`config.mk`:
```
export PLATFORM = sky130hd
export DESIGN_NAME = seq_divider
export DESIGN_NICKNAME = d
export VERILOG_FILES = /design/src/rtl/div_pkg.sv /design/src/rtl/div_step.sv /design/src/rtl/seq_divider.sv
export SDC_FILE = /design/constraint.sdc
export NUM_CORES = 1
export LEC_CHECK = 0
export CAP_MARGIN = 20
export CORE_MARGIN = 2
export CORE_UTILIZATION = 45
export DETAILED_ROUTE_END_ITERATION = 8
export PLACE_DENSITY = 0.69
export SLEW_MARGIN = 20
export SYNTH_ARGS = -nofsm -noshare
export SYNTH_HDL_FRONTEND = slang
export SYNTH_HIERARCHICAL = 1
export SYNTH_SLANG_ARGS = --single-unit
```
`constraint.sdc`:
```
create_clock -name clk -period 2.57 [get_ports clk]
set_clock_uncertainty 0.1 [all_clocks]
set_input_delay 0.514 -clock clk [delete_from_list [all_inputs] [get_ports clk]]
set_output_delay 0.514 -clock clk [all_outputs]
set_load 0.03 [all_outputs]
```
`src/rtl/div_pkg.sv`:
```
// -----------------------------------------------------------------------------
// div_pkg
// Shared types and helpers for the sequential divider (seq_divider).
//   div_state_t   : controller states IDLE -> RUN -> FIN
//   DIV_W_DEFAULT : default operand width
//   DIV_W_MAX     : widest operand abs_mag() can handle
//   abs_mag()     : magnitude of a (sign-extended) operand
// -----------------------------------------------------------------------------
package div_pkg;

  typedef enum logic [1:0] {
    IDLE,
    RUN,
    FIN
  } div_state_t;

  localparam int DIV_W_DEFAULT = 8;
  localparam int DIV_W_MAX     = 64;

  // The caller sign-extends (signed mode) or zero-extends (unsigned mode) the
  // operand to DIV_W_MAX bits. Negating at this width means |MIN| of a narrow
  // operand comes out as 2**(WIDTH-1), which fits WIDTH bits as an unsigned
  // magnitude.
  function automatic logic [DIV_W_MAX-1:0] abs_mag(input logic [DIV_W_MAX-1:0] value,
                                                   input logic                 is_signed);
    return (is_signed && value[DIV_W_MAX-1]) ? (~value + 1'b1) : value;
  endfunction

endpackage

```
`src/rtl/div_step.sv`:
```
// -----------------------------------------------------------------------------
// div_step
// One combinational restoring-division iteration on unsigned magnitudes.
//   rem_in  : partial remainder (always < dvs for a nonzero divisor)
//   bit_in  : next dividend bit, MSB first
//   dvs     : divisor magnitude
//   rem_out : next partial remainder
//   q_bit   : quotient bit produced by this step
// -----------------------------------------------------------------------------
module div_step #(
  parameter int W = 8
) (
  input  logic [W-1:0] rem_in,
  input  logic         bit_in,
  input  logic [W-1:0] dvs,
  output logic [W-1:0] rem_out,
  output logic         q_bit
);

  logic [W:0] shifted;
  logic [W:0] diff;

  // One extra bit keeps the shifted remainder (< 2*dvs) from overflowing; the
  // borrow out of the trial subtraction lands in diff[W].
  assign shifted = {rem_in, bit_in};
  assign diff    = shifted - {1'b0, dvs};
  assign q_bit   = ~diff[W];
  assign rem_out = q_bit ? diff[W-1:0] : shifted[W-1:0];

endmodule

```
`src/rtl/seq_divider.sv`:
```
// -----------------------------------------------------------------------------
// seq_divider
// Iterative restoring divider, one quotient bit per cycle, signed or unsigned
// per operation. start is taken only while idle; done pulses for one cycle
// WIDTH+1 cycles after the start edge and the results hold until the next done.
//
// Ports:
//   clk, rst_n              : clock, asynchronous active-low reset
//   start, is_signed        : request and operand mode (captured with start)
//   dividend, divisor       : operands (captured with start)
//   busy, done              : operation in progress / one-cycle result strobe
//   quotient, remainder     : results (truncating toward zero)
//   div_by_zero, overflow   : result flags, held like quotient
//
// Build option: define DIV_ZERO_SHORTCUT_EN to skip the iterations when the
// divisor is zero (done one cycle after start).
// -----------------------------------------------------------------------------
module seq_divider
  import div_pkg::*;
#(
  parameter int WIDTH = DIV_W_DEFAULT,
  parameter int CNT_W = $clog2(WIDTH + 1)
) (
  input  logic             clk,
  input  logic             rst_n,
  input  logic             start,
  input  logic             is_signed,
  input  logic [WIDTH-1:0] dividend,
  input  logic [WIDTH-1:0] divisor,
  output logic             busy,
  output logic             done,
  output logic [WIDTH-1:0] quotient,
  output logic [WIDTH-1:0] remainder,
  output logic             div_by_zero,
  output logic             overflow
);

  localparam logic [WIDTH-1:0] MIN_VAL = {1'b1, {(WIDTH-1){1'b0}}};

  div_state_t state, state_nxt;

  logic [CNT_W-1:0] cnt;
  logic [WIDTH-1:0] rem_q;      // partial remainder magnitude
  logic [WIDTH-1:0] quo_q;      // dividend bits shift out, quotient bits shift in
  logic [WIDTH-1:0] dvs_q;      // divisor magnitude
  logic [WIDTH-1:0] dvd_raw_q;  // original dividend, the divide-by-zero remainder
  logic             q_neg_q;
  logic             r_neg_q;
  logic             dz_q;
  logic             ov_q;

  logic [DIV_W_MAX-1:0] dvd_ext;
  logic [DIV_W_MAX-1:0] dvs_ext;
  logic [WIDTH-1:0]     dvd_mag;
  logic [WIDTH-1:0]     dvs_mag;
  logic                 dvs_zero;
  logic [WIDTH-1:0]     step_rem;
  logic                 step_q;

  assign dvs_zero = (divisor == '0);
  assign busy     = (state != IDLE);

  // Operand magnitudes at capture time.
  always_comb begin
    if (is_signed) begin
      dvd_ext = DIV_W_MAX'(signed'(dividend));
      dvs_ext = DIV_W_MAX'(signed'(divisor));
    end else begin
      dvd_ext = DIV_W_MAX'(dividend);
      dvs_ext = DIV_W_MAX'(divisor);
    end
    dvd_mag = WIDTH'(abs_mag(dvd_ext, is_signed));
    dvs_mag = WIDTH'(abs_mag(dvs_ext, is_signed));
  end

  div_step #(.W(WIDTH)) u_step (
    .rem_in  (rem_q),
    .bit_in  (quo_q[WIDTH-1]),
    .dvs     (dvs_q),
    .rem_out (step_rem),
    .q_bit   (step_q)
  );

  // NOTE: sequential state uses non-blocking assignments so every register
  // samples pre-edge values regardless of block ordering.
  always_ff @(posedge clk or negedge rst_n) begin
    if (!rst_n) state <= IDLE;
    else        state <= state_nxt;
  end

  // NOTE: the next-state default comes first so no path through the case
  // leaves state_nxt unassigned (which would infer a latch).
  always_comb begin
    state_nxt = state;
    case (state)
      IDLE: begin
        if (start) begin
`ifdef DIV_ZERO_SHORTCUT_EN
          state_nxt = dvs_zero ? FIN : RUN;
`else
          state_nxt = RUN;
`endif
        end
      end
      RUN:     if (cnt == '0) state_nxt = FIN;
      FIN:     state_nxt = IDLE;
      default: state_nxt = IDLE;
    endcase
  end

  // NOTE: the working registers are reset along with the outputs; there are
  // only a handful, and it keeps every register free of X after reset.
  always_ff @(posedge clk or negedge rst_n) begin
    if (!rst_n) begin
      cnt         <= '0;
      rem_q       <= '0;
      quo_q       <= '0;
      dvs_q       <= '0;
      dvd_raw_q   <= '0;
      q_neg_q     <= 1'b0;
      r_neg_q     <= 1'b0;
      dz_q        <= 1'b0;
      ov_q        <= 1'b0;
      done        <= 1'b0;
      quotient    <= '0;
      remainder   <= '0;
      div_by_zero <= 1'b0;
      overflow    <= 1'b0;
    end else begin
      done <= 1'b0;
      case (state)
        IDLE: begin
          if (start) begin
            cnt       <= CNT_W'(WIDTH - 1);
            rem_q     <= '0;
            quo_q     <= dvd_mag;
            dvs_q     <= dvs_mag;
            dvd_raw_q <= dividend;
            q_neg_q   <= is_signed & (dividend[WIDTH-1] ^ divisor[WIDTH-1]);
            r_neg_q   <= is_signed & dividend[WIDTH-1];
            dz_q      <= dvs_zero;
            ov_q      <= is_signed & (dividend == MIN_VAL) & (divisor == '1);
          end
        end
        RUN: begin
          rem_q <= step_rem;
          quo_q <= {quo_q[WIDTH-2:0], step_q};
          cnt   <= cnt - 1'b1;
        end
        FIN: begin
          // MIN / -1 needs no special case: the magnitude 2**(WIDTH-1) with a
          // positive sign already reads back as MIN.
          done        <= 1'b1;
          quotient    <= dz_q ? '1        : (q_neg_q ? -quo_q : quo_q);
          remainder   <= dz_q ? dvd_raw_q : (r_neg_q ? -rem_q : rem_q);
          div_by_zero <= dz_q;
          overflow    <= ov_q & ~dz_q;
        end
        default: ;
      endcase
    end
  end

endmodule

```
Word-level counts from Yosys, hierarchy flattened
Cells that the tools add are included.
- ROM bits: 0
- word-level logic and storage cells: 66
- bits in latches: 0
- memories: 0
- output and inout bits: 20
- register bits: 61
- memory bits (writable): 0
- multiplexer cells: 19
- bitwise logic cells: 10
- multiply operators: 0
- magnitude comparators: 0
- shifts and indexed selects: 0
- div/mod/pow operators: 0
- reductions and logical operators: 10
- $add $sub $neg: 6
- equality and inequality tests: 6
- operators by type and width (kind ; count):
    $mux W64 ; 2
    $mux W8 ; 9
    $pmux W8 S2 ; 2
    $add A8 B1 Y8 const B ; 2
    $eq A8 B8 Y1 const B ; 2
    $neg A8 Y8 ; 2
    $not A8 Y8 ; 2
    $sub A9 B8 Y9 ; 1
    $logic_not A8 Y1 ; 1
    $pmux W4 S2 ; 1
    $reduce_and A2 Y1 ; 3
    $and A1 B1 Y1 ; 5
    $logic_not A4 Y1 ; 1
    $mux W2 ; 2
    $mux W4 ; 1
    $ne A2 B2 Y1 const B ; 2
    $pmux W2 S2 ; 1
    $reduce_bool A2 Y1 ; 2
    $sub A4 B1 Y4 const B ; 1
    $eq A2 B1 Y1 const B ; 1
    $eq A2 B2 Y1 const B ; 1
    $logic_and A1 B1 Y1 ; 2
    $logic_not A2 Y1 ; 1
    $not A1 Y1 ; 2
    2 further kinds ; 2

Logic depth before layout (Yosys ltp)
- depth after elaboration: 6
- depth in mapped cells: 11
- gate-level depth less buffers: 11

Hierarchy
Netlist, hierarchy kept.
- modules (own cells, without submodules) (module ; area an instance (um^2) ; seq. area each (um^2) ; times used ; cells an instance):
    seq_divider ; 3029.2 ; 1526.5 ; 1 ; 324
    div_step ; 485.5 ; 0.0 ; 1 ; 58

Worst setup path after synthesis
OpenSTA, ideal clock, no wires.
- path type: register -> register
- start point: register quo_q[7]
- end point: register rem_q[1]
- slack: 79 ps
- clock period less this slack: 2491 ps
- path buffers: 0
- data required time: 2332 ps
- arrival: 2253 ps
- stages on the path, launching flop included: 12
- cells stage by stage: dfrtp_1 -> inv_1 -> ha_1 -> inv_1 -> fa_1 -> a21o_1 -> a21oi_2 -> o31ai_4 -> xor2_4 -> mux2_2 -> nand2_1 -> o31ai_1
- word-level cells in the longest chain between the ends: 3
- ends and longest elaborated chain (what ; RTL line ; text):
    start, declared ; seq_divider.sv:44 ; logic [WIDTH-1:0] quo_q;
    start signal, assigned ; seq_divider.sv:136 ; quo_q <= dvd_mag;
    start signal, assigned ; seq_divider.sv:147 ; quo_q <= {quo_q[WIDTH-2:0], step_q};
    $sub A9 B8 Y9 ; div_step.sv:26 ; assign diff = shifted - {1'b0, dvs};
    $mux W8 ; div_step.sv:28 ; assign rem_out = q_bit ? diff[W-1:0] : shifted[W-1:0];
    named net step_rem[1] ; seq_divider.sv:57 ; logic [WIDTH-1:0] step_rem;
    $pmux W8 S2 ; seq_divider.sv:131 ; case (state)
    end signal, assigned ; seq_divider.sv:146 ; rem_q <= step_rem;
    end, declared ; seq_divider.sv:43 ; logic [WIDTH-1:0] rem_q;
The timed path passes the listed nets, and every way through them passes these cells.
A chain may end at the register's enable or synchronous reset.

Worst setup path after layout
Ends and elaborated chain as after synthesis.

==> summary.txt <==
fin crit share = 95.1%
clk buf depth = 2
largest family of logic cells by synthesized area = simple AND/OR/NAND/NOR gates
syn nets = 417
ratio of cells with drive above 1 in the final layout = 11.8%
Synth Cell Area = 3510 µm²
final-report setup violation count = 0
Clock Sinks = 61
met1 usage = 26.7%
Syn Inst Count = 382
Antenna Nets Post-Route = 0
outcome = completed
Crit Path Class = register to register
DR WL/cell = 14.5 µm
synthesis-stage register bit count = 61
FMAX = 409 MHz
number of synthesized flops with an enable pin = 0
Slew Limit Fails = 0
Final Hold Viols = 0
CP peak stage delay = 380 ps
FF-to-FF Start = quo_q[7]
Worst Tran Pin Value = 858 ps
crit-path max FO = 4
Startpoint Class = register
Vias per Instance = 5.32
1st-pass router iterations = 4
Synth-to-Final Area Change = 21.9%
DRC viols = 0
DP HPWL = 5920 µm
largest net degree at the start of global routing = 39
Die X = 92.4 µm
DR iter-0 viols = 155
Post-Synth XOR/XNOR Area = 7.01%
die height = 92.4 µm
initial antenna violation count = 0
sequential share of the synthesized area = 43.4%
vias = 2885
Compound-Gate Fraction of Synth Area = 15.4%
clk_lat worst skew = 330 ps
gr ovfl total = 0
Final GP Congestion = 0.827
Post-Syn Area per Cell = 9.20 µm²
met2 usage = 33.5%
Rows = 32
clock root buffer = clkbuf_8
IO Count = 40
placed cell area = 4060 µm²
fin area = 4280 µm²
CTS tree = built
Clock Pin Slew Worst Setup and Hold Paths = 70 ps
slowest CP cell = dfrtp_1
Antenna diodes = 0
Yosys cell types = 52
Critical Path AT = 2560 ps
global routing's busiest layer = met2
Final Core Density = 56.0%
CP delay by family, top = compound AO/OA/AOI/OAI gates
number of cells on the worst reg-to-reg path = 12
maxcap violations = 0
Hold Path Class = primary input to async pin
Initial Util = 46.0%
Power per Cell Area = 1370 nW/µm²
Post-Route WL = 7870 µm
port bufs = 39
Adder-Cell Fraction of Synth Area = 5.55%
Top FF cell, synth = dfrtp_1
Post-Synth Simple-Gate Area = 18.9%
vias in the first global route = 2846
P_leak = 1.95 nW
total track usage = 20.0%
total negative slack = 0 ps
first-pass GRT wire length = 13500 µm
Tot Pwr = 0.00589 W
ys async rst share = 100%
Tmin final = 2450 ps
CP Buf/Inv Count = 3
fin nets = 470
reg2reg setup slack = 120 ps
multiplexer area fraction after synthesis = 4.88%
GR Layer Usage met3 = 3.66%
CP endpoint kind = register
die area = 8530 µm²
Core Area = 7650 µm²
CP dominant cell by count = inv_1
r2r endpoint = rem_q[1]
# H-tree levels = 3
Max transition margin = 42.8%
CP required = 2690 ps
Synth warnings = 6
total CTS buffers = 9
worst path cell trace = inv_1 -> ha_1 -> inv_1 -> fa_2 -> a21o_1 -> a21oi_2 -> o31ai_4 -> xor2_4 -> buf_4 -> mux2_4 -> nand2_1 -> o31ai_1
Hold Buf Count CTS = 0
Worst IR Drop VDD = 689 µV
-- cells by family after synthesis --
group | count (synthesis)
DFF | 61
and+or+nand+nor | 140
muxes | 16
adders and majority gates | 15
buffers and inverters | 38
AOI/OAI and AO/OA | 86
xor gates and xnor gates | 26
-- repair_timing --
action	4_1_cts	5_1_grt
gates resized for setup	0	5
buffers inserted	0	2
setup endpoints to repair	0	8
-- layout make-up --
cell class | instances | area (µm²)
Multi-Input combinational cell | 283 | 1830
Tap cell | 102 | 128
Clock buffer | 12 | 145
Clock inverter | 4 | 47.5
Fill cell | 678 | 3360
Inverter | 24 | 90.1
Timing Repair Buffer | 56 | 517
Sequential cell | 61 | 1530
-- how the worst max path moves through the flow --
| stage | startpoint | to | slack, ps | depth (start not counted) |
|---|---|---|---|---|
| 2_1_floorplan | quo_q[7] | rem_q[1] | 80 | 11 |
| 3_3_place_gp | quo_q[7] | rem_q[1] | 80 | 11 |
| 3_5_place_dp | quo_q[7] | rem_q[3] | 30 | 11 |
| 4_1_cts | quo_q[7] | rem_q[1] | 7 | 11 |
| 5_1_grt | quo_q[7] | rem_q[1] | -6 | 12 |
| 6_report | quo_q[7] | rem_q[1] | 120 | 12 |
-- registers in the layout, summed over array words and instances, names as in the netlist, 2 cells and up --
| signal | count |
|---|---|
| quotient | 8 |
| state | 2 |
| cnt | 4 |
| dvs_q | 8 |
| dvd_raw_q | 8 |
| rem_q | 8 |
| remainder | 8 |
| quo_q | 8 |
-- per-layer routing --
layer	up-vias	share of wire, %
met5	-	0
met4	0	0.95
met3	6	4.5
met2	72	49
met1	1373	46
li1	1434	-
-- metrics by stage --
stage / instances / setup slack (ps) / hold slack, ps
after CTS: 540 / 7.42 / 215
after floorplan: 382 / 79.1 / 118
after detailed placement: 524 / 29.8 / 357
after global placement: 524 / 76.8 / 357
after global routing: 542 / -6.21 / 236
final: 542 / 125 / 190
-- power by group --
part	total [W]	switching, W	internal [W]
clock network	0.000839	0.000367	0.000472
registers	0.00174	0.000361	0.00138
logic	0.00331	0.00170	0.00161
-- placed cells by master (no fill, tap or decap), drive strengths merged, types with 4 or more instances in the layout --
| cell type | netlist | routed |
|---|---|---|
| a21oi | 26 | 26 |
| a22oi | 5 | 5 |
| a31oi | 4 | 4 |
| and3 | 5 | 5 |
| buf | 11 | 18 |
| clkbuf | 3 | 12 |
| clkdlybuf4s50 | 0 | 38 |
| dfrtp | 61 | 61 |
| ha | 14 | 14 |
| inv | 24 | 24 |
| mux2 | 9 | 9 |
| mux2i | 7 | 7 |
| nand2 | 60 | 60 |
| nand2b | 5 | 5 |
| nand3 | 12 | 12 |
| nand4 | 4 | 4 |
| nor2 | 28 | 28 |
| nor3 | 4 | 4 |
| o21ai | 31 | 31 |
| o31ai | 6 | 6 |
| or2 | 4 | 4 |
| or4 | 6 | 6 |
| xnor2 | 14 | 14 |
| xor2 | 12 | 12 |
-- cells in the mapped netlist, drive strengths merged, types with 3 or more instances --
cell    instances  area (µm²)
mux2            9         101
nand2          60         225
mux2i           7        70.1
clkbuf          3        11.3
nand3          12        60.1
o21ai          31         155
xor2           12         124
xnor2          14         123
nand2b          5        31.3
nor2           28         105
or4             6        48.8
nand4           4        25.0
and3            5        31.3
a22oi           5        37.5
nor3            4        20.0
inv            24        90.1
a21oi          26         134
dfrtp          61        1530
buf            11        70.1
a31oi           4        25.0
o31ai           6        72.6
or2             4        25.0
ha             14         175
Note: power is estimated with default switching activity, not from simulation.
